**config.mk**
```make
export PLATFORM = sky130hd
export DESIGN_NAME = stopwatch
export DESIGN_NICKNAME = d
export VERILOG_FILES = /design/src/rtl/stopwatch_pkg.sv /design/src/rtl/bcd_hms_incr.sv /design/src/rtl/stopwatch.sv
export SDC_FILE = /design/constraint.sdc
export NUM_CORES = 1
export LEC_CHECK = 0
export BUFFER_PORTS_ARGS = -buffer_cell sky130_fd_sc_hd__buf_2
export CAP_MARGIN = 25
export CORE_UTILIZATION = 25
export CTS_BUF_LIST = sky130_fd_sc_hd__clkbuf_8 sky130_fd_sc_hd__clkbuf_16
export DETAILED_ROUTE_END_ITERATION = 6
export PLACE_DENSITY_LB_ADDON = 0.1
export SKIP_LAST_GASP = 1
export SYNTH_ARGS = -nofsm -noshare
export SYNTH_HDL_FRONTEND = slang
export SYNTH_SLANG_ARGS = --single-unit
export TNS_END_PERCENT = 5
```
**constraint.sdc**
```tcl
create_clock -name CLK_50 -period 4 [get_ports CLK_50]
set_clock_uncertainty 0.2 [all_clocks]
set_input_delay 0.8 -clock CLK_50 [delete_from_list [all_inputs] [get_ports CLK_50]]
set_output_delay 0.8 -clock CLK_50 [all_outputs]
set_load 0.02 [all_outputs]
```
**src/rtl/stopwatch_pkg.sv**
```systemverilog
// Shared timer definitions: state encodings, BCD digit limits, blank code and tick-rate constants.
// Used by the stopwatch and by any other block that counts H:MM:SS in BCD.
package stopwatch_pkg;

  typedef enum logic [2:0] {
    ST_IDLE = 3'd0,
    ST_RUN  = 3'd1,
    ST_STOP = 3'd2,
    ST_LAP  = 3'd3,
    ST_OVF  = 3'd4
  } sw_state_t;

  localparam logic [3:0] DIGIT_MAX_9 = 4'd9;
  localparam logic [3:0] DIGIT_MAX_5 = 4'd5;
  localparam logic [3:0] BLANK_CODE  = 4'hA;

  localparam int unsigned CLK_FREQ_HZ  = 50_000_000;
  localparam int unsigned TICK_FREQ_HZ = 1;
  localparam int unsigned TICK_DIVIDE  = CLK_FREQ_HZ / TICK_FREQ_HZ;

  typedef struct packed {
    logic [3:0] h0;
    logic [3:0] m1;
    logic [3:0] m0;
    logic [3:0] s1;
    logic [3:0] s0;
  } hms_t;

  localparam hms_t HMS_ZERO = '0;

endpackage

```
**src/rtl/bcd_hms_incr.sv**
```systemverilog
// Combinational H:MM:SS BCD incrementer with saturation flag.
// At MAX_H0:59:59 the count is held and at_max is raised instead of wrapping.
module bcd_hms_incr
  import stopwatch_pkg::*;
#(
  parameter logic [3:0] MAX_H0 = 4'd9
) (
  input  hms_t cur,
  output hms_t nxt,
  output logic at_max
);

  always_comb begin
    nxt    = cur;
    at_max = (cur.h0 == MAX_H0) && (cur.m1 == DIGIT_MAX_5) && (cur.m0 == DIGIT_MAX_9) &&
             (cur.s1 == DIGIT_MAX_5) && (cur.s0 == DIGIT_MAX_9);
    if (!at_max) begin
      if (cur.s0 != DIGIT_MAX_9) begin
        nxt.s0 = cur.s0 + 4'd1;
      end else begin
        nxt.s0 = 4'd0;
        if (cur.s1 != DIGIT_MAX_5) begin
          nxt.s1 = cur.s1 + 4'd1;
        end else begin
          nxt.s1 = 4'd0;
          if (cur.m0 != DIGIT_MAX_9) begin
            nxt.m0 = cur.m0 + 4'd1;
          end else begin
            nxt.m0 = 4'd0;
            if (cur.m1 != DIGIT_MAX_5) begin
              nxt.m1 = cur.m1 + 4'd1;
            end else begin
              nxt.m1 = 4'd0;
              nxt.h0 = cur.h0 + 4'd1;
            end
          end
        end
      end
    end
  end

endmodule

```
**src/rtl/stopwatch.sv**
```systemverilog
// Stopwatch with start/stop, lap freeze and overflow hold; H0:M1M0:S1S0 BCD display,
// digits registered one cycle behind the live count (or the lap register while in LAP).
module stopwatch
  import stopwatch_pkg::*;
#(
  parameter logic [3:0] MAX_H0 = 4'd9
) (
  input  logic       CLK_50,
  input  logic       reset_n,
  input  logic       tick_1hz,
  input  logic       toggle,
  input  logic       lap,
  input  logic       clear,
  output logic       running,
  output logic       lap_shown,
  output logic       overflow,
  output logic [3:0] H1,
  output logic [3:0] H0,
  output logic [3:0] M1,
  output logic [3:0] M0,
  output logic [3:0] S1,
  output logic [3:0] S0
);

  sw_state_t state_reg, state_next;
  hms_t      count_reg, count_next;
  hms_t      lap_reg, lap_next;
  hms_t      disp_reg, disp_next;
  hms_t      incr_value;
  logic      incr_at_max;
  logic      count_en;

  bcd_hms_incr #(.MAX_H0(MAX_H0)) u_incr (
    .cur    (count_reg),
    .nxt    (incr_value),
    .at_max (incr_at_max)
  );

  always_ff @(posedge CLK_50 or negedge reset_n) begin
    if (!reset_n) begin
      state_reg <= ST_IDLE;
      count_reg <= HMS_ZERO;
      lap_reg   <= HMS_ZERO;
      disp_reg  <= HMS_ZERO;
    end else begin
      state_reg <= state_next;
      count_reg <= count_next;
      lap_reg   <= lap_next;
      disp_reg  <= disp_next;
    end
  end

  assign count_en = tick_1hz && ((state_reg == ST_RUN) || (state_reg == ST_LAP));

  always_comb begin
    state_next = state_reg;
    count_next = count_reg;
    lap_next   = lap_reg;
    disp_next  = (state_reg == ST_LAP) ? lap_reg : count_reg;
    if (count_en && !incr_at_max) begin
      count_next = incr_value;
    end
    if (clear) begin
      state_next = ST_IDLE;
      count_next = HMS_ZERO;
      lap_next   = HMS_ZERO;
    end else if (count_en && incr_at_max) begin
      // Saturation outranks toggle/lap: the held count must not be left running.
      state_next = ST_OVF;
    end else begin
      unique case (state_reg)
        ST_IDLE: if (toggle) state_next = ST_RUN;
        ST_RUN: begin
          if (toggle) begin
            state_next = ST_STOP;
          end else if (lap) begin
            state_next = ST_LAP;
            lap_next   = count_next;
          end
        end
        ST_LAP: begin
          if (toggle)   state_next = ST_STOP;
          else if (lap) state_next = ST_RUN;
        end
        ST_STOP: begin
          if (toggle) begin
            state_next = ST_RUN;
          end else if (lap) begin
            state_next = ST_IDLE;
            count_next = HMS_ZERO;
          end
        end
        ST_OVF:  state_next = ST_OVF;
        default: state_next = ST_IDLE;
      endcase
    end
  end

  assign running   = (state_reg == ST_RUN) || (state_reg == ST_LAP);
  assign lap_shown = (state_reg == ST_LAP);
  assign overflow  = (state_reg == ST_OVF);

  assign H1 = BLANK_CODE;
  assign H0 = disp_reg.h0;
  assign M1 = disp_reg.m1;
  assign M0 = disp_reg.m0;
  assign S1 = disp_reg.s1;
  assign S0 = disp_reg.s0;

endmodule

```
Word-level counts from Yosys, hierarchy flattened
Cells that the tools add are included.

cells by class
  add/sub/neg operators = 5
  eq/ne operators = 19
  muxes and demuxes = 31
  reductions and logical operators = 14

operator list
  cell                                                             number
  20-bit 2-to-1 mux                                                13
  3-bit 2-to-1 mux                                                 9
  4-bit by 1-bit adder with 4-bit output, second input constant    5
  4-bit 2-to-1 mux                                                 5
  16-bit 2-to-1 mux                                                1
  3-bit case mux with 5 select lines                               1
  4-bit == test, second input constant                             3
  12-bit 2-to-1 mux                                                1
  4-bit != test, second input constant                             3
  5-bit != test, second input constant                             2
  4-bit by 3-bit == test with 1-bit output, second input constant  2
  8-bit 2-to-1 mux                                                 1
  4-bit by 3-bit != test with 1-bit output, second input constant  2
  4-bit AND reduction                                              2
  1-bit logical AND                                                7
  3-bit by 2-bit == test with 1-bit output, second input constant  2
  5-bit by 4-bit != test with 1-bit output, second input constant  1
  2-bit nonzero test                                               2
  3-bit by 1-bit == test with 1-bit output, second input constant  1
  3-bit == test, second input constant                             1
  3-bit logical NOT                                                1
  2-bit by 1-bit != test with 1-bit output, second input constant  1
  2-bit != test, second input constant                             1
  1-bit logical NOT                                                1
  1-bit logical OR                                                 1

word-level totals
  bits in registers = 63
  input port bits = 6
  output and inout port bits = 27
  word-level logic and storage cells = 85

Depth between registers and ports, before layout
Gate-level depths: netlist (run 1).

  depth in word-level cells = 13
  depth in mapped cells = 8
  gate-level depth less buffers = 7

By module
A second synthesis (run 1) with hierarchy kept.

unflattened totals
  cell total of the unflattened synthesis = 316
  area, all modules = 3489.6 um^2

by module, submodules not included
  module        instances  cells an instance  area each (um^2)  sequential area each (um^2)
  stopwatch     1          243                2969.1            1576.5
  bcd_hms_incr  1          73                 520.5             0.0

Least setup slack after synthesis (run 1)
Ideal clock, no wire load.

  path type = reg2out
  from = register state_reg[2]
  to = output lap_shown
  data arrival time = 1366 ps
  required time = 3000 ps
  path slack = 1634 ps
  stages on the path, launching flop included = 5
  buffers on the path = 1
  path through = dfrtp_1 > and2b_1 > nand2_1 > inv_1 > clkbuf_1

between the ends
  cells in the longest elaborated chain, start to end = 1

ends and longest elaborated chain
  what                                      RTL line          source
  start, declared                           stopwatch.sv:25   sw_state_t state_reg, state_next;
  start signal, assigned                    stopwatch.sv:46   state_reg <= state_next;
  3-bit by 2-bit == test with 1-bit output  stopwatch.sv:100  assign lap_shown = (state_reg == ST_LAP);
  end, declared                             stopwatch.sv:15   output logic lap_shown,

Every way passes these cells.

Final worst setup path (run 1)
Ends and elaborated chain as after synthesis.

==> report_table.html, run 1 <==
<table>
<tr><th>Metric</th><th>Value</th></tr>
<tr><th colspan="2">Final layout</th></tr>
<tr><td>Area used by multi-input combinational logic</td><td>approximately 1400 um^2</td></tr>
<tr><td>Final net count</td><td>328</td></tr>
<tr><td>Combined flip-flop and latch cell area</td><td>between 1500 and 2000 um^2</td></tr>
<tr><td>Ratio of cells with drive above 1 in the final layout</td><td>0.269</td></tr>
<tr><td>Highest-count cells in the layout ignoring fill and taps</td><td>dfrtp_1, nor2_1, buf_2</td></tr>
<tr><td>Antenna diodes</td><td>0</td></tr>
<tr><td>Number of fill cells</td><td>about 1,300</td></tr>
<tr><td>Area added between synthesis and finish</td><td>20.3%</td></tr>
<tr><td>Most common cell after layout, fill and taps aside</td><td>dfrtp_1</td></tr>
<tr><th colspan="2">Worst setup path</th></tr>
<tr><td>Series of cell instances along the critical path</td><td>and2b_1 &gt; nand2_1 &gt; inv_1 &gt; buf_2</td></tr>
<tr><td>CP startpoint kind</td><td>register</td></tr>
<tr><td>Crit-path slowest cell</td><td>dfrtp_1</td></tr>
<tr><td>Critical Path Max Stage Delay</td><td>about 0.42 ns</td></tr>
<tr><td>Combined buffer and inverter count along the critical path</td><td>2</td></tr>
<tr><td>Arr. time, crit path</td><td>between 1.5 and 2 ns</td></tr>
<tr><td>Kind of cell with the highest combined delay on the critical path</td><td>buffers and inverters</td></tr>
<tr><td>Critical path start-end classification</td><td>reg2out</td></tr>
<tr><td>Startpoint of the lowest-slack register-to-register path</td><td>count_reg[13]</td></tr>
<tr><td>Reg2Reg Setup Slack</td><td>1.34 ns</td></tr>
<tr><td>Category of the worst setup path capture point</td><td>output port</td></tr>
<tr><td>Highest fanout seen on the critical path</td><td>11</td></tr>
<tr><td>Data required time of the critical path</td><td>around 3 ns</td></tr>
<tr><td>Crit path launch</td><td>state_reg[2]</td></tr>
<tr><th colspan="2">Clock network</th></tr>
<tr><td>Cts repair resizes</td><td>0</td></tr>
<tr><td>Cts bufs inserted</td><td>9</td></tr>
<tr><td>Clock root cell</td><td>clkbuf_16</td></tr>
<tr><td>TritonCTS clock tree</td><td>built</td></tr>
<tr><td>Clock-pin slew on the worst setup and hold paths</td><td>about 0.050 ns</td></tr>
<tr><td>Clock Sink Count</td><td>between 60 and 70</td></tr>
<tr><td>CTS Hold Bufs</td><td>0</td></tr>
<tr><td>Clock Tree Buf Depth</td><td>2</td></tr>
<tr><td># H-tree levels</td><td>3</td></tr>
<tr><td>Clock network latency to the later pin of the worst-skew pair</td><td>roughly 0.33 ns</td></tr>
<tr><td>Post-CTS Setup Repair Bufs</td><td>0</td></tr>
<tr><th colspan="2">Logic synthesis</th></tr>
<tr><td>Number of enable flip-flop cells after synthesis</td><td>0</td></tr>
<tr><td>Mapped Cells</td><td>~280</td></tr>
<tr><td>YS warnings</td><td>0</td></tr>
<tr><td>Most area-hungry cell type in the Yosys netlist</td><td>dfrtp_1</td></tr>
<tr><td>Total standard cell area after synthesis</td><td>around 3100 um^2</td></tr>
<tr><td>Number of register bits inferred by synthesis</td><td>63</td></tr>
<tr><td>Fraction of post-synthesis cell area in the top cell type by area</td><td>0.506</td></tr>
<tr><td>Most area-consuming cells after synthesis</td><td>dfrtp_1, mux2_2, nor2_1, a211oi_2, ha_1</td></tr>
<tr><td>Cell variety after synth</td><td>49</td></tr>
<tr><td>Fraction of the yosys area taken by sequential cells</td><td>0.506</td></tr>
<tr><td>Post-Synthesis Mean Instance Area</td><td>about 11 um^2</td></tr>
<tr><td>Top_reg_cell synth</td><td>dfrtp_1</td></tr>
<tr><td>Async SR Flop Fraction</td><td>1.00</td></tr>
<tr><th colspan="2">Placed design</th></tr>
<tr><td>Port Buffer Count</td><td>28</td></tr>
<tr><td>HPWL Detailed</td><td>between 5000 and 6000 um</td></tr>
<tr><td>RD Place Congestion</td><td>about 0.73</td></tr>
<tr><th colspan="2">Drt</th></tr>
<tr><td>Post-detailed-route wirelength per cell</td><td>15.3 um</td></tr>
<tr><td>Number of vias per cell</td><td>around 4.4</td></tr>
<tr><td>DRC marker count from the first detailed-route iteration</td><td>51</td></tr>
<tr><td>Antenna Nets Post-Route</td><td>0</td></tr>
<tr><td>First-pass iteration count of the detailed router</td><td>4</td></tr>
<tr><td>Total via count in the routed design</td><td>roughly 2,100</td></tr>
<tr><td>Sum of routed wire length over all layers</td><td>approximately 7400 um</td></tr>
<tr><td>Post-route DRC violation count</td><td>0</td></tr>
<tr><th colspan="2">Global routing</th></tr>
<tr><td>Vias in the first global route</td><td>between 2,000 and 2,500</td></tr>
<tr><td>Wire length of the first global-routing pass</td><td>around 12,000 um</td></tr>
<tr><td>Initial antenna violation count</td><td>0</td></tr>
<tr><td>Pin count of the biggest net entering global routing</td><td>64</td></tr>
<tr><td>Aggregate global routing overflow</td><td>0</td></tr>
<tr><td>Global routing usage summed across all routing layers</td><td>0.129</td></tr>
<tr><th colspan="2">Pwr</th></tr>
<tr><td>Static Leak</td><td>between 1.5 and 2 nW</td></tr>
<tr><td>Peak VDD IR</td><td>between 150 and 200 uV</td></tr>
<tr><td>Final total power</td><td>about 1.6 mW</td></tr>
<tr><td>Power density over cell area</td><td>437 nW/um^2</td></tr>
<tr><th colspan="2">Floorplan</th></tr>
<tr><td>Die width</td><td>between 100 and 150 um</td></tr>
<tr><td>Die Height</td><td>~110 um</td></tr>
<tr><td>Starting Density</td><td>0.258</td></tr>
<tr><td>Total number of placement rows</td><td>40</td></tr>
<tr><td>Number of top-level design ports</td><td>33</td></tr>
<tr><td>Core footprint</td><td>12,100 um^2</td></tr>
<tr><td>Die outline area</td><td>12,900 um^2</td></tr>
<tr><th colspan="2">Outcome</th></tr>
<tr><td>Status</td><td>finished, final reports clean</td></tr>
<tr><th colspan="2">Hold path</th></tr>
<tr><td>Startpoint of the most critical hold path</td><td>lap_reg[3]</td></tr>
<tr><td>Path class of the lowest-slack min-delay path</td><td>reg2reg</td></tr>
<tr><th colspan="2">STA</th></tr>
<tr><td>Number of endpoints with negative hold slack in the final report</td><td>0</td></tr>
<tr><td>RSZ-0062 raised after global routing</td><td>false</td></tr>
<tr><td>Fmax</td><td>between 300 and 400 MHz</td></tr>
<tr><td>Max-slew violations</td><td>0</td></tr>
<tr><td>Final period utilization</td><td>0.669</td></tr>
<tr><td>Sum of negative setup slack</td><td>0 ns</td></tr>
<tr><td>Minimum clock period after layout</td><td>2.67 ns</td></tr>
<tr><td>Transition time of the tightest slew-check pin</td><td>0.812 ns</td></tr>
<tr><td>Remaining max-slew budget at the tightest pin</td><td>0.459</td></tr>
<tr><td>Final hold slack</td><td>0.292 ns</td></tr>
<tr><td>Setup violators final</td><td>0</td></tr>
<tr><th colspan="2">Run</th></tr>
<tr><td>Max_cap viols</td><td>0</td></tr>
</table>
## per-layer routing
metal | up-vias | part of all wire | track usage
li1 | 1047 | - | -
met2 | 36 | 0.47 | 0.197
met4 | 0 | 0.013 | 0.0605
met3 | 8 | 0.028 | 0.0260
met5 | - | 0 | 0
met1 | 1043 | 0.49 | 0.175
## cell type report
| type | instances | area share |
|---|---|---|
| sequential | 63 | 0.421 |
| multi-input combinational | 200 | 0.379 |
| clock buffer | 11 | 0.0675 |
| tap | 168 | 0.0561 |
| timing repair buffer | 32 | 0.0454 |
| clock inverter | 4 | 0.0251 |
| inverter | 6 | 0.00601 |
## report_power, final
group	leakage, nW	switching, mW	internal (mW)	total [mW]
clock	0.173	0.269	0.636	0.905
sequential	0.876	0.00752	0.648	0.655
combinational	0.745	0.0554	0.0221	0.0775
total	1.79	0.332	1.31	1.64
## synth_stat cells (6+ instances only)
cell type  count
nand3_1        7
buf_4          6
nor3_1         8
mux2_2        15
inv_1          6
a211oi_2      11
dfrtp_1       63
o21ai_0       11
a21oi_1       12
nand2_1       13
nor2_1        43
ha_1          10
nand3b_1       6
and3b_1        6
## worst paths after layout
path / cells after the start / end
worst min-delay path: 1 / lap_reg[3]
worst max-delay path: 4 / lap_shown
min in group asynchronous: 2 / S1[0]
worst max register to register: 8 / lap_reg[19]
max in group asynchronous: 2 / lap_reg[18]
worst min register to register: 1 / lap_reg[3]
## through the flow
| step | setup slack [ns] | instances | utilization | area, um^2 |
|---|---|---|---|---|
| floorplan | 1.63 | 284 | - | 3120 |
| global placement | 1.31 | 469 | 0.282 | 3400 |
| detailed placement | 1.26 | 469 | 0.282 | 3400 |
| CTS | 1.27 | 484 | 0.311 | 3750 |
| global route | 1.10 | 484 | 0.311 | 3750 |
| finish | 1.33 | 484 | 0.311 | 3750 |
## cell families after synthesis
kind of cell / synth area share
AND/OR/NAND/NOR: 0.202
flip-flops: 0.506
AO/OA/AOI/OAI: 0.129
buffers and inverters: 0.0402
multiplexers: 0.0639
adder cells (fa/ha/maj): 0.0402
XOR/XNOR: 0.0169
other: 0.00241
Note: power is estimated with default switching activity, not from simulation.
==> inputs of run 2 (changes only) <==
clock period = 2.6 ns   (was 4 ns; I/O delays follow)
==> run 2 against run 1 <==
Effect of this change:
- cell count increased by 0.83%
- highest routed layer unchanged
- largest power group unchanged
- die area unchanged
- cell area decreased by 0.50%
==> report_table.html, run 2 (synthesized netlist as in run 1, its figures left out) <==
<table>
<tr><th>Metric</th><th>Value</th></tr>
<tr><th colspan="2">Drt</th></tr>
<tr><td>DRC marker count from the first detailed-route iteration</td><td>68 (+33%)</td></tr>
<tr><td>Number of vias per cell</td><td>4.40 (-0.12%)</td></tr>
<tr><td>Sum of met2 wire segment lengths after detailed routing</td><td>3430 um (-0.35%)</td></tr>
<tr><td>Highest layer used for signal routing</td><td>met4</td></tr>
<tr><td>First-pass iteration count of the detailed router</td><td>5 (+1)</td></tr>
<tr><td>Antenna Nets Post-Route</td><td>0 (unchanged)</td></tr>
<tr><td>Metal1 wirelength</td><td>3700 um (+1.4%)</td></tr>
<tr><td>Amount of wire on met3 after detailed routing</td><td>203 um (-0.98%)</td></tr>
<tr><td>Total via count in the routed design</td><td>2,149 (+0.70%)</td></tr>
<tr><td>Sum of routed wire length over all layers</td><td>7460 um (+0.91%)</td></tr>
<tr><td>Post-detailed-route wirelength per cell</td><td>15.3 um (about the same)</td></tr>
<tr><td>Post-route DRC violation count</td><td>0 (unchanged)</td></tr>
<tr><th colspan="2">STA</th></tr>
<tr><td>Fmax</td><td>~440 MHz</td></tr>
<tr><td>Number of endpoints with negative hold slack in the final report</td><td>0 (unchanged)</td></tr>
<tr><td>Final period utilization</td><td>0.873</td></tr>
<tr><td>Setup violators final</td><td>0 (unchanged)</td></tr>
<tr><td>Max-slew violations</td><td>0 (unchanged)</td></tr>
<tr><td>Final setup margin</td><td>0.331 ns (-0.994 ns)</td></tr>
<tr><td>Sum of negative setup slack</td><td>0 ns (unchanged)</td></tr>
<tr><td>RSZ-0062 raised after global routing</td><td>false</td></tr>
<tr><td>Minimum clock period after layout</td><td>between 2 and 2.5 ns</td></tr>
<tr><th colspan="2">Clock network</th></tr>
<tr><td>CTS Hold Bufs</td><td>0 (unchanged)</td></tr>
<tr><td>TritonCTS clock tree</td><td>built</td></tr>
<tr><td>Cts repair resizes</td><td>0 (unchanged)</td></tr>
<tr><td>Clock Sink Count</td><td>63 (unchanged)</td></tr>
<tr><td>Post-CTS Setup Repair Bufs</td><td>0 (unchanged)</td></tr>
<tr><td>Clock Tree Buf Depth</td><td>2 (unchanged)</td></tr>
<tr><td>Clock-pin slew on the worst setup and hold paths</td><td>0.05 ns (about the same)</td></tr>
<tr><td>Clock root cell</td><td>clkbuf_16</td></tr>
<tr><td>Cts bufs inserted</td><td>9 (unchanged)</td></tr>
<tr><td># H-tree levels</td><td>3 (unchanged)</td></tr>
<tr><td>Clock network latency to the later pin of the worst-skew pair</td><td>0.33 ns (about the same)</td></tr>
<tr><th colspan="2">Final layout</th></tr>
<tr><td>Ratio of cells with drive above 1 in the final layout</td><td>0.275 (+0.00601)</td></tr>
<tr><td>Post-layout util</td><td>0.309 (-0.00156)</td></tr>
<tr><td>Area added between synthesis and finish</td><td>19.7%</td></tr>
<tr><td>Antenna diodes</td><td>0 (unchanged)</td></tr>
<tr><td>Highest-count cells in the layout ignoring fill and taps</td><td>dfrtp_1, nor2_1, buf_2</td></tr>
<tr><td>Combined flip-flop and latch cell area</td><td>1580 um^2 (unchanged)</td></tr>
<tr><td>Final net count</td><td>333 (+1.5%)</td></tr>
<tr><td>Most common cell after layout, fill and taps aside</td><td>dfrtp_1</td></tr>
<tr><td>Area used by multi-input combinational logic</td><td>1420 um^2 (unchanged)</td></tr>
<tr><td>Number of fill cells</td><td>1,246 (-0.56%)</td></tr>
<tr><th colspan="2">Floorplan</th></tr>
<tr><td>Die outline area</td><td>12,900 um^2 (unchanged)</td></tr>
<tr><td>Total number of placement rows</td><td>40 (unchanged)</td></tr>
<tr><td>Number of top-level design ports</td><td>33 (unchanged)</td></tr>
<tr><td>Core footprint</td><td>12,100 um^2 (unchanged)</td></tr>
<tr><td>Die Height</td><td>114 um (unchanged)</td></tr>
<tr><td>Die width</td><td>114 um (unchanged)</td></tr>
<tr><td>Starting Density</td><td>0.258 (unchanged)</td></tr>
<tr><th colspan="2">Worst setup path</th></tr>
<tr><td>Highest fanout seen on the critical path</td><td>6 (-5)</td></tr>
<tr><td>Startpoint of the lowest-slack register-to-register path</td><td>count_reg[5]</td></tr>
<tr><td>Crit path launch</td><td>count_reg[5]</td></tr>
<tr><td>Setup crit end</td><td>lap_reg[15]</td></tr>
<tr><td>CP startpoint kind</td><td>register</td></tr>
<tr><td>Number of gates on the worst path with buffers counted</td><td>7 (+3)</td></tr>
<tr><td>Category of the worst setup path capture point</td><td>register</td></tr>
<tr><td>Combined buffer and inverter count along the critical path</td><td>1 (-1)</td></tr>
<tr><td>Critical Path Max Stage Delay</td><td>0.44 ns (+0.02 ns)</td></tr>
<tr><td>Reg2Reg Setup Slack</td><td>0.33 ns (-1.01 ns)</td></tr>
<tr><td>Crit-path slowest cell</td><td>nor4_4</td></tr>
<tr><td>Series of cell instances along the critical path</td><td>inv_1 &gt; ha_1 &gt; nand3b_4 &gt; nor4_4 &gt; nand4_1 &gt; mux2i_1 &gt; a211oi_2</td></tr>
<tr><td>Endpoint of the most critical register-to-register path</td><td>lap_reg[15]</td></tr>
<tr><td>Worst reg-to-reg path cell count</td><td>7 (-1)</td></tr>
<tr><td>Arr. time, crit path</td><td>2.27 ns (+0.60 ns)</td></tr>
<tr><td>Critical path start-end classification</td><td>reg2reg</td></tr>
<tr><td>Kind of cell with the highest combined delay on the critical path</td><td>simple AND/OR/NAND/NOR gates</td></tr>
<tr><td>Data required time of the critical path</td><td>2.60 ns (-0.40 ns)</td></tr>
<tr><th colspan="2">Placed design</th></tr>
<tr><td>Port Buffer Count</td><td>28 (unchanged)</td></tr>
<tr><td>RD Place Congestion</td><td>0.777 (+7.0%)</td></tr>
<tr><td>HPWL Detailed</td><td>5220 um (+3.3%)</td></tr>
<tr><td>Placement Setup Slack</td><td>0.335 ns (-0.921 ns)</td></tr>
<tr><th colspan="2">Global routing</th></tr>
<tr><td>Pin count of the biggest net entering global routing</td><td>64 (unchanged)</td></tr>
<tr><td>Initial antenna violation count</td><td>0 (unchanged)</td></tr>
<tr><td>Wire length of the first global-routing pass</td><td>12,300 um (-0.78%)</td></tr>
<tr><td>Aggregate global routing overflow</td><td>0 (unchanged)</td></tr>
<tr><td>Vias in the first global route</td><td>2,182 (-0.91%)</td></tr>
<tr><td>Global routing usage summed across all routing layers</td><td>0.129 (about the same)</td></tr>
<tr><th colspan="2">Hold path</th></tr>
<tr><td>Path class of the lowest-slack min-delay path</td><td>in2async</td></tr>
<tr><th colspan="2">Pwr</th></tr>
<tr><td>Static Leak</td><td>1.79 nW (about the same)</td></tr>
<tr><td>Final total power</td><td>2.22 mW (+35%)</td></tr>
<tr><td>Peak VDD IR</td><td>332 uV (+110%)</td></tr>
<tr><td>Power density over cell area</td><td>595 nW/um^2 (+36%)</td></tr>
<tr><th colspan="2">Outcome</th></tr>
<tr><td>Status</td><td>finished, final reports clean</td></tr>
<tr><th colspan="2">Run</th></tr>
<tr><td>Max_cap viols</td><td>0 (unchanged)</td></tr>
</table>
run 2: cell type report:
cell class,instances,share of cell area
clock inverter,3,0.00336
multi-input combinational,200,0.381
timing repair buffer,37,0.0624
tap,168,0.0564
inverter,6,0.00604
clock buffer,11,0.0678
sequential,63,0.423
run 2: per-layer routing:
layer / vias to the layer above / GRT usage
met1: 1057 / 0.170
met4: 0 / 0.0500
met3: 9 / 0.0388
met5: - / 0
met2: 29 / 0.197
li1: 1054 / -
run 2: worst min-delay path by stage:
stage	to	slack, ns	depth (start not counted)
global route	lap_reg[5]	0.03	2
finish	state_reg[2]	0.006	2
detailed placement	M0[1]	0.29	2
floorplan	H0[0]	0.02	0
global placement	lap_reg[3]	0.28	1
CTS	S1[1]	0.02	2
run 2: through the flow:
step	area [um^2]	std cells	hold WS, ns
5_1_grt	3730	488	0.0349
3_5_place_dp	3460	474	0.290
4_1_cts	3730	488	0.0171
3_3_place_gp	3460	474	0.277
2_1_floorplan	3120	284	0.0244
6_report	3730	488	0.00582
run 2: worst register-to-register path, stage by stage (launching register included):
cell and delay (ns):
dfrtp_1 0.41, inv_1 0.10, ha_1 0.25, nand3b_4 0.15
nor4_4 0.45, nand4_1 0.17, mux2i_1 0.30, a211oi_2 0.11
run 2: report_power, final:
group,switching (mW),internal (mW)
logic,0.0873,0.0396
clock network,0.406,0.676
registers,0.0113,0.997
total,0.505,1.71
==> inputs of run 3 (changes only) <==
BUFFER_PORTS_ARGS = -buffer_cell sky130_fd_sc_hd__clkbuf_2   (was -buffer_cell sky130_fd_sc_hd__buf_2)
==> run 3 against run 2 <==
Effect of this change:
- the flow now finishes with violations (negative hold slack)
- count of clock-buffer cells in the layout unchanged
- setup slack worse by 0.049 ns
- cell count up 0.41%
- register-to-register slack worse by 0.05 ns
- power up 0.60%
- global-route usage up 0.49 points
- die area unchanged
- sequential power about the same
- sequential share of layout area down 0.31 points
- worst hold slack worse by 0.0075 ns
- largest power group unchanged
==> report_table.html, run 3 (synthesized netlist as in run 1, its figures left out) <==
<table>
<tr><th>Metric</th><th>Value</th></tr>
<tr><th colspan="2">Outcome</th></tr>
<tr><td>Status</td><td>finished, violations left</td></tr>
<tr><td>Violations in the final reports</td><td>negative hold slack</td></tr>
<tr><th colspan="2">Placed design</th></tr>
<tr><td>Placement Setup Slack</td><td>0.281 ns (-0.0539 ns)</td></tr>
<tr><td>HPWL Detailed</td><td>5550 um (+6.2%)</td></tr>
<tr><td>Port Buffer Count</td><td>28 (unchanged)</td></tr>
<tr><td>RD Place Congestion</td><td>0.752 (-3.2%)</td></tr>
<tr><td>Number of instances in the placed design</td><td>476 (+0.42%)</td></tr>
<tr><th colspan="2">Clock network</th></tr>
<tr><td>Cts bufs inserted</td><td>9 (unchanged)</td></tr>
<tr><td>TritonCTS clock tree</td><td>built</td></tr>
<tr><td>Clock root cell</td><td>clkbuf_16</td></tr>
<tr><td>Clock Sink Count</td><td>63 (unchanged)</td></tr>
<tr><td>Cts repair resizes</td><td>0 (unchanged)</td></tr>
<tr><td>Clock Tree Buf Depth</td><td>2 (unchanged)</td></tr>
<tr><td>Post-CTS Setup Repair Bufs</td><td>0 (unchanged)</td></tr>
<tr><td>CTS Hold Bufs</td><td>0 (unchanged)</td></tr>
<tr><td>Clock network latency to the later pin of the worst-skew pair</td><td>0.33 ns (about the same)</td></tr>
<tr><td># H-tree levels</td><td>3 (unchanged)</td></tr>
<tr><td>Clock-pin slew on the worst setup and hold paths</td><td>0.05 ns (about the same)</td></tr>
<tr><th colspan="2">Final layout</th></tr>
<tr><td>Number of fill cells</td><td>1,245 (-0.080%)</td></tr>
<tr><td>Area added between synthesis and finish</td><td>20.6%</td></tr>
<tr><td>Post-layout util</td><td>0.311 (+0.00228)</td></tr>
<tr><td>Most common cell after layout, fill and taps aside</td><td>dfrtp_1</td></tr>
<tr><td>Ratio of cells with drive above 1 in the final layout</td><td>0.280 (+0.00450)</td></tr>
<tr><td>Final net count</td><td>335 (+0.60%)</td></tr>
<tr><td>Highest-count cells in the layout ignoring fill and taps</td><td>dfrtp_1, nor2_1, clkbuf_2</td></tr>
<tr><td>Count of placed standard cells in the final layout, fillers left out</td><td>490 (+0.41%)</td></tr>
<tr><td>Antenna diodes</td><td>0 (unchanged)</td></tr>
<tr><th colspan="2">STA</th></tr>
<tr><td>RSZ-0062 raised after global routing</td><td>false</td></tr>
<tr><td>Transition time of the tightest slew-check pin</td><td>a little under 0.6 ns</td></tr>
<tr><td>Minimum clock period after layout</td><td>2.32 ns (+0.0495 ns)</td></tr>
<tr><td>Final hold slack</td><td>-0.00166 ns (-0.00748 ns)</td></tr>
<tr><td>Setup violators final</td><td>0 (unchanged)</td></tr>
<tr><td>Number of endpoints with negative hold slack in the final report</td><td>4 (+4)</td></tr>
<tr><td>Final period utilization</td><td>0.892 (+0.0190)</td></tr>
<tr><td>Remaining max-slew budget at the tightest pin</td><td>0.607</td></tr>
<tr><td>Fmax</td><td>431 MHz (-2.1%)</td></tr>
<tr><td>Final setup margin</td><td>0.281 ns (-0.0495 ns)</td></tr>
<tr><td>Max-slew violations</td><td>0 (unchanged)</td></tr>
<tr><td>Sum of negative setup slack</td><td>0 ns (unchanged)</td></tr>
<tr><th colspan="2">Drt</th></tr>
<tr><td>Antenna Nets Post-Route</td><td>0 (unchanged)</td></tr>
<tr><td>Post-route DRC violation count</td><td>0 (unchanged)</td></tr>
<tr><td>DRC marker count from the first detailed-route iteration</td><td>118 (+74%)</td></tr>
<tr><td>Sum of routed wire length over all layers</td><td>7700 um (+3.1%)</td></tr>
<tr><td>Total via count in the routed design</td><td>2,167 (+0.84%)</td></tr>
<tr><td>Post-detailed-route wirelength per cell</td><td>15.7 um (+2.7%)</td></tr>
<tr><td>First-pass iteration count of the detailed router</td><td>6 (+1)</td></tr>
<tr><td>Number of vias per cell</td><td>4.42 (+0.43%)</td></tr>
<tr><th colspan="2">Floorplan</th></tr>
<tr><td>Number of top-level design ports</td><td>33 (unchanged)</td></tr>
<tr><td>Starting Density</td><td>0.258 (unchanged)</td></tr>
<tr><td>Total number of placement rows</td><td>40 (unchanged)</td></tr>
<tr><td>Core footprint</td><td>12,100 um^2 (unchanged)</td></tr>
<tr><td>Die Height</td><td>114 um (unchanged)</td></tr>
<tr><td>Die outline area</td><td>12,900 um^2 (unchanged)</td></tr>
<tr><td>Die width</td><td>114 um (unchanged)</td></tr>
<tr><th colspan="2">Global routing</th></tr>
<tr><td>Aggregate global routing overflow</td><td>0 (unchanged)</td></tr>
<tr><td>Vias in the first global route</td><td>2,203 (+0.96%)</td></tr>
<tr><td>Global routing usage summed across all routing layers</td><td>0.134 (+0.00491)</td></tr>
<tr><td>Initial antenna violation count</td><td>0 (unchanged)</td></tr>
<tr><td>Pin count of the biggest net entering global routing</td><td>26 (-59%)</td></tr>
<tr><td>Wire length of the first global-routing pass</td><td>12,700 um (+3.0%)</td></tr>
<tr><th colspan="2">Pwr</th></tr>
<tr><td>Final total power</td><td>2.23 mW (+0.60%)</td></tr>
<tr><td>Static Leak</td><td>1.79 nW (-0.30%)</td></tr>
<tr><td>Power density over cell area</td><td>594 nW/um^2 (-0.13%)</td></tr>
<tr><td>Peak VDD IR</td><td>249 uV (-25%)</td></tr>
<tr><th colspan="2">Worst setup path</th></tr>
<tr><td>Reg2Reg Setup Slack</td><td>0.28 ns (-0.05 ns)</td></tr>
<tr><td>Critical path start-end classification</td><td>reg2reg</td></tr>
<tr><td>Worst reg-to-reg path cell count</td><td>8 (+1)</td></tr>
<tr><td>CP startpoint kind</td><td>register</td></tr>
<tr><td>Arr. time, crit path</td><td>2.36 ns (+0.09 ns)</td></tr>
<tr><td>Startpoint of the lowest-slack register-to-register path</td><td>count_reg[13]</td></tr>
<tr><td>Data required time of the critical path</td><td>2.65 ns (+0.05 ns)</td></tr>
<tr><td>Highest fanout seen on the critical path</td><td>25 (+19)</td></tr>
<tr><td>Endpoint of the most critical register-to-register path</td><td>lap_reg[17]</td></tr>
<tr><td>Category of the worst setup path capture point</td><td>register</td></tr>
<tr><th colspan="2">Run</th></tr>
<tr><td>Max_cap viols</td><td>0 (unchanged)</td></tr>
<tr><th colspan="2">Hold path</th></tr>
<tr><td>Path class of the lowest-slack min-delay path</td><td>in2async</td></tr>
</table>
-- run 3: final cells by class --
type / count / area (um^2) / share of cell area
multi-input cells: 200 / 1420 / 0.378
repair buffers: 39 / 260 / 0.0693
clock buffers: 11 / 253 / 0.0673
well taps: 168 / 210 / 0.0560
flip-flops and latches: 63 / 1580 / 0.420
clock inverters: 3 / 12.5 / 0.00333
inverters: 6 / 22.5 / 0.00600
-- run 3: worst max path at each step --
stage / start / endpoint / slack (ns) / cells past startpoint
after global routing: count_reg[13] / lap_reg[17] / 0.15 / 8
after global placement: count_reg[13] / lap_reg[14] / 0.27 / 8
after floorplan: state_reg[2] / lap_shown / 0.51 / 4
after detailed placement: count_reg[13] / lap_reg[17] / 0.28 / 8
final: count_reg[13] / lap_reg[17] / 0.28 / 8
after CTS: count_reg[13] / lap_reg[17] / 0.24 / 8
-- run 3: where the power goes --
part | switching, mW | internal [mW] | total [mW]
Sequential | 0.0113 | 0.997 | 1.01
Clock | 0.412 | 0.677 | 1.09
Combinational | 0.0905 | 0.0434 | 0.134
Total | 0.514 | 1.72 | 2.23
-- run 3: critical path, stage by stage (launching register included) --
cell	delay (ns)
dfrtp_1	0.42
inv_1	0.08
ha_1	0.21
and3b_1	0.26
and3_4	0.22
a31oi_4	0.21
buf_12	0.22
nand2b_1	0.19
o22ai_1	0.21
-- run 3: through the flow --
step	hold slack [ns]	area (um^2)
after floorplan	0.0244	3120
after global placement	0.276	3490
after detailed placement	0.274	3490
after CTS	0.00936	3750
after global routing	0.0338	3750
final	-0.00166	3750
-- run 3: per-layer routing --
metal,global-route usage,up-vias,share of wire
met5,0,-,0
met4,0.0605,0,0.019
met3,0.0335,11,0.034
met1,0.175,1051,0.48
met2,0.208,39,0.47
li1,-,1066,-
